===== src/rtl/regfile_mp.sv =====
// Multi-read-port register file with a post-reset clear sweep and optional load scoreboard.
// Latency: reads are registered, so data appears one clock after rd_en; writes land on the next clock edge.
// Backpressure: none. rd_en low stalls a port, which then holds its rddata and rd_busy.
//
// Ports:
//   clk, rst_n          single clock; asynchronous active-low reset
//   ready               high once the post-reset clear sweep has finished
//   rd_en/rdaddr        per-port read request (port i at slice i)
//   rddata/rd_busy      per-port registered read data and busy flag
//   wen0/wraddr0/wrdata0  write port 0 (ALU writeback)
//   wen1/wraddr1/wrdata1  write port 1 (load writeback; wins address conflicts)
//   sb_set/sb_addr      mark a register pending because a load was issued
//
// Build option: define REGFILE_SCOREBOARD_EN to add the NREG-bit busy vector.
// Without it, rd_busy is tied to 0 and sb_set/sb_addr are ignored.
module regfile_mp #(
  parameter int XLEN = 32,
  parameter int NREG = 32,
  parameter int NRD  = 2,
  localparam int AW  = $clog2(NREG)
) (
  input  logic                clk,
  input  logic                rst_n,
  output logic                ready,
  input  logic [NRD-1:0]      rd_en,
  input  logic [NRD*AW-1:0]   rdaddr,
  output logic [NRD*XLEN-1:0] rddata,
  output logic [NRD-1:0]      rd_busy,
  input  logic                wen0,
  input  logic [AW-1:0]       wraddr0,
  input  logic [XLEN-1:0]     wrdata0,
  input  logic                wen1,
  input  logic [AW-1:0]       wraddr1,
  input  logic [XLEN-1:0]     wrdata1,
  input  logic                sb_set,
  input  logic [AW-1:0]       sb_addr
);

  typedef enum logic {S_CLEAR, S_READY} state_t;

  state_t          state;
  state_t          state_nxt;
  // One bit wider than an address so the count can reach NREG without wrapping.
  logic [AW:0]     cnt;
  logic [XLEN-1:0] mem [NREG];

  // State register.
  always_ff @(posedge clk or negedge rst_n) begin
    if (!rst_n) begin
      state <= S_CLEAR;
      cnt   <= '0;
    end else begin
      state <= state_nxt;
      if (state == S_CLEAR) cnt <= cnt + (AW+1)'(1);
    end
  end

  // Next-state logic. READY is only left through reset.
  always_comb begin
    state_nxt = state;
    if (state == S_CLEAR && cnt == (AW+1)'(NREG-1)) state_nxt = S_READY;
  end

  // Output logic.
  always_comb begin
    ready = (state == S_READY);
  end

  // Storage has no reset so it can map onto RAM. The sweep zeroes it instead.
  // Port 1 is written last, so it wins when both ports hit the same address.
  always_ff @(posedge clk) begin
    if (!ready) begin
      mem[cnt[AW-1:0]] <= '0;
    end else begin
      if (wen0 && wraddr0 != '0) mem[wraddr0] <= wrdata0;
      if (wen1 && wraddr1 != '0) mem[wraddr1] <= wrdata1;
    end
  end

`ifdef REGFILE_SCOREBOARD_EN
  logic [NREG-1:0] busy;
  logic [NREG-1:0] busy_nxt;

  // Apply the load-return clear first, then the new set, so a set wins a conflict.
  // x0 can never be pending.
  always_comb begin
    busy_nxt = busy;
    if (wen1)   busy_nxt[wraddr1] = 1'b0;
    if (sb_set) busy_nxt[sb_addr] = 1'b1;
    busy_nxt[0] = 1'b0;
  end

  always_ff @(posedge clk or negedge rst_n) begin
    if (!rst_n)     busy <= '0;
    else if (ready) busy <= busy_nxt;
  end
`else
  assign rd_busy = '0;
  logic sb_unused;
  assign sb_unused = ^{sb_set, sb_addr};
`endif

  for (genvar i = 0; i < NRD; i++) begin : g_rd
    logic [AW-1:0]   addr;
    logic [XLEN-1:0] byp;
    logic [XLEN-1:0] rd_q;

    assign addr = rdaddr[i*AW +: AW];

    // Write-first bypass: port 1 first, then port 0, then storage. x0 is always zero.
    always_comb begin
      byp = mem[addr];
      if (addr == '0)                    byp = '0;
      else if (wen1 && wraddr1 == addr)  byp = wrdata1;
      else if (wen0 && wraddr0 == addr)  byp = wrdata0;
    end

    // During the sweep the read registers are never updated, so they stay at their reset value of 0.
    always_ff @(posedge clk or negedge rst_n) begin
      if (!rst_n)                 rd_q <= '0;
      else if (ready && rd_en[i]) rd_q <= byp;
    end

    assign rddata[i*XLEN +: XLEN] = rd_q;

`ifdef REGFILE_SCOREBOARD_EN
    logic bq;
    // Sample the post-update busy state, so a bypassed load return reads as not busy.
    always_ff @(posedge clk or negedge rst_n) begin
      if (!rst_n)                 bq <= 1'b0;
      else if (ready && rd_en[i]) bq <= busy_nxt[addr];
    end
    assign rd_busy[i] = bq;
`endif
  end

endmodule


===== config.mk =====
export PLATFORM = sky130hd
export DESIGN_NAME = regfile_mp
export DESIGN_NICKNAME = d
export VERILOG_FILES = /design/src/rtl/regfile_mp.sv
export SDC_FILE = /design/constraint.sdc
export NUM_CORES = 2
export LEC_CHECK = 0
export BUFFER_PORTS_ARGS = -buffer_cell sky130_fd_sc_hd__buf_2
export CAP_MARGIN = 10
export CORE_MARGIN = 2
export CORE_UTILIZATION = 31
export CTS_CLUSTER_SIZE = 16
export DETAILED_ROUTE_END_ITERATION = 8
export PLACE_DENSITY = 0.54
export REMOVE_ABC_BUFFERS = 1
export SYNTH_ARGS = -nofsm -noshare
export SYNTH_HDL_FRONTEND = slang
export SYNTH_SLANG_ARGS = --single-unit

===== constraint.sdc =====
create_clock -name clk -period 4.1 [get_ports clk]
set_clock_uncertainty 0.2 [all_clocks]
set_input_delay 0.41 -clock clk [delete_from_list [all_inputs] [get_ports clk]]
set_output_delay 0.41 -clock clk [all_outputs]
set_load 0.01 [all_outputs]

==> results.txt <==
For the max-capacitance violation count, the log shows 0. The layout has 19500 filler cells. In this run the number of H-tree levels came out at 3. The run gives 0 as the total setup buffers inserted after CTS.

After routing, the total negative slack on setup checks comes to 0 ps. For this design the top-level I/O count stands at 163. At the end of the flow, the number of nets in the layout was 5510. In the final layout, flip-flops and latches occupy 32500 sq um.

Clock latency reported for the late side of the worst-skew pair: 770 ps. The run gives 144000 um as the HPWL after detailed placement. The floorplan has 164 rows.

After synthesis, the largest area contributor takes up 49.1% of total cell area. The max-slew violation count was 0. The library cell used most frequently in the layout, excluding fill and tap cells, is nand2_1. The number of antenna violations at the first check in global routing was 14.

Tracing the worst setup path back leads to its startpoint at ready. The critical path is of the reg2reg type. After clock tree synthesis, the repair step resized 0 gates. The vias per cell is 5.81.

Leaving out fill and tap cells, the most frequent cells in the layout are 1056 x nand2_1, 1024 x edfxtp_1, 996 x o21ai_0. At the worst endpoint, the arrival time is 3320 ps. The growth of design area from synthesis to finish works out to 14.0%.

The first global-routing pass estimated 345000 um of wire. The number of remaining DRC errors was 0; the overall die width was 454 um. The most critical setup path has its endpoint at mem[5][21]. The static leakage power is 24.3 nW, and the minimum setup slack in the final design is 1060 ps.

After clock tree synthesis, the flow added hold-fix buffers numbering 35. For the residual overflow from global routing, the log shows 0. In this run, the number of DRC markers left after iteration 0 of detailed routing was 5204. The count of antenna-violating nets left after detailed routing is 0.

The run gives 8171 as the post-layout instance count excluding filler cells. In this run the critical register-to-register path is launched from ready. The tools report the placement-stage worst setup slack as 672 ps. The wire length per cell after detailed routing is 29.8 um.

The flow ran to the end, and the final reports show no timing, DRC or antenna violations. Setup slack on the worst reg-to-reg path comes out at 1060 ps. For this run, asynchronously set or reset flops after synthesis account for 6.48%. Static timing analysis puts the maximum clock frequency at 0.329 GHz. The first-pass iteration count of the detailed router was 6; the final weighted congestion of routability-driven global placement was 0.849. In the final layout, the share of cells above drive strength 1 is 22.0%.

The run gives 61 as the distinct cell type count of the synthesized netlist. Entering global routing, the biggest net connects 78 pins. The logs give 0 for the hold violation total from the final report and 51.9% for the sequential cell area fraction in the yosys report. The tools report the total wire length as 244000 um.

Main flop type after synthesis: edfxtp_1. After clock tree synthesis, the clock-pin slew on the worst setup and hold paths is 60 ps. The logs give 0 for the count of endpoints failing setup in the final report and 206000 sq um for the die outline area. The quantity of I/O buffers inserted on ports works out to 154. The via count of the first global-routing pass is 46900, and the areal power density over the cells is 371 nW/um^2. In the final layout, the multi-input gates occupy 27400 sq um. The global routing usage summed across all routing layers was 23.3%; the share of the clock period used by the worst path after layout was 74.1%. The worst slew margin relative to its limit is 13.1%. The endpoint identified for the worst register-to-register timing path is mem[5][21].

Setup repair after global routing left no endpoint under its margin. At the worst endpoint, the required time is 4380 ps. The worst path needs 3040 ps of the cycle, external delays included.

Sorting the synthesized cells by area gives the leading types as edfxtp_1 49%, mux4_2 8.6%, o21ai_0 8.0%, nand2_1 6.4%, mux2_2 4.5%. edfxtp_1 takes more of the synthesized area than any other cell. Summing every instance area after synthesis gives 62600 sq um. The tools report the total power consumption of the routed design as 26.5 mW. The initial utilization of the core area, before any placement, comes to 31.3%.

The final route contains 47500 vias. For the Yosys warning count, the log shows 0. The cell count after placement was 7913; the total clock buffers created by CTS was 119. The worst-case IR drop observed on VDD is 0.325 mV. Counting cells, the worst reg-to-reg path comes to 6. STA classifies the critical path startpoint as a flop. TritonCTS built the clock tree.

Path category of the worst min-delay check: in2async. The count of flip-flops with a built-in enable after synthesis is 1024, and the mean instance size in the synthesized netlist is 11.3 sq um. The worst setup path is captured at a flop. The total clock sinks came out at 1095.

The clock passes through at most 3 buffers. The core region is 200000 sq um. The maximum fanout count along the critical path is 48. In this run the vertical extent of the chip is 454 um.

Synthesis produced 5532 cells. The root buffer cell chosen for the clock tree is clkbuf_16. The worst-margin pin slew came out at 1300 ps. The post-synthesis register bit count works out to 1095.
-- report_power, final --
group | switching [mW] | total (mW) | internal [mW]
Sequential | 0.0882 | 12.5 | 12.4
Combinational | 2.06 | 3.16 | 1.10
Clock | 4.74 | 10.9 | 6.12
-- logic make-up (layout without fill, tap and decap cells) --
group | count (synthesis) | count (layout) | synth area share, %
AND/OR/NAND/NOR | 1281 | 1281 | 8.40
other | 1 | 4 | 0.00599
flip-flops | 1095 | 1095 | 51.9
XOR/XNOR | 25 | 25 | 0.350
AO/OA/AOI/OAI | 1731 | 1731 | 17.5
buffers and inverters | 753 | 733 | 5.58
adder cells (fa/ha/maj) | 1 | 1 | 0.0200
multiplexers | 645 | 645 | 16.2
-- state kept, by name, summed over array words and instances (netlist names) --
register	cells
mem	1024
g_rd.rd_q	64
cnt	6
ready	1
-- layer usage --
layer  up-vias  GRT usage [%]  share of wire, %
met2      2461           39.8                49
met5         -              0             0.039
met3       652           3.58               8.0
li1      20800              -                 -
met4        16           13.5               6.5
met1     23500           27.8                37
-- cells in the mapped netlist (39+ instances only) --
master / number
a211oi_1: 248
a221o_1: 62
a221oi_2: 39
a22o_1: 62
a22oi_1: 64
buf_2: 67
clkbuf_1: 501
dfrtp_1: 71
edfxtp_1: 1024
inv_1: 66
mux2_2: 253
mux2i_1: 128
mux4_2: 238
nand2_1: 1062
nor2_1: 45
nor2b_1: 128
o21ai_0: 996
o221ai_1: 64
o22ai_1: 157
-- cell type report --
| cell class | count | area share (%) |
|---|---|---|
| Clock inverter | 63 | 0.860 |
| Antenna cell | 2 | 0.00701 |
| Sequential cell | 1095 | 45.6 |
| Multi-Input combinational cell | 3685 | 38.4 |
| Tap cell | 2656 | 4.65 |
| Inverter | 66 | 0.347 |
| Timing Repair Buffer | 446 | 5.66 |
| Clock buffer | 158 | 4.46 |
-- through the flow --
| step | hold slack (ps) | instance area [sq um] | utilization (%) |
|---|---|---|---|
| after CTS | 62.5 | 71400 | 35.6 |
| after global placement | 256 | 67200 | 33.6 |
| after detailed placement | 276 | 67200 | 33.6 |
| after floorplan | -85.6 | 59400 | - |
| final | 115 | 71400 | 35.6 |
| after global routing | 130 | 71400 | 35.6 |
-- worst max-delay path: stages, from the launching register on --
cell and delay, ps:
dfrtp_1 370, buf_4 250, and3_1 290, nand2_1 550, nor2_4 260, buf_4 620, o21ai_0 180
-- worst min path at each step --
| stage | endpoint | slack [ps] | depth (start not counted) |
|---|---|---|---|
| floorplan | cnt[0] | -90 | 0 |
| global placement | cnt[5] | 260 | 1 |
| detailed placement | cnt[5] | 280 | 1 |
| CTS | mem[14][15] | 60 | 3 |
| global route | mem[17][15] | 130 | 3 |
| finish | g_rd[1].rd_q[25] | 120 | 2 |
Note: power is estimated with default switching activity, not from simulation.
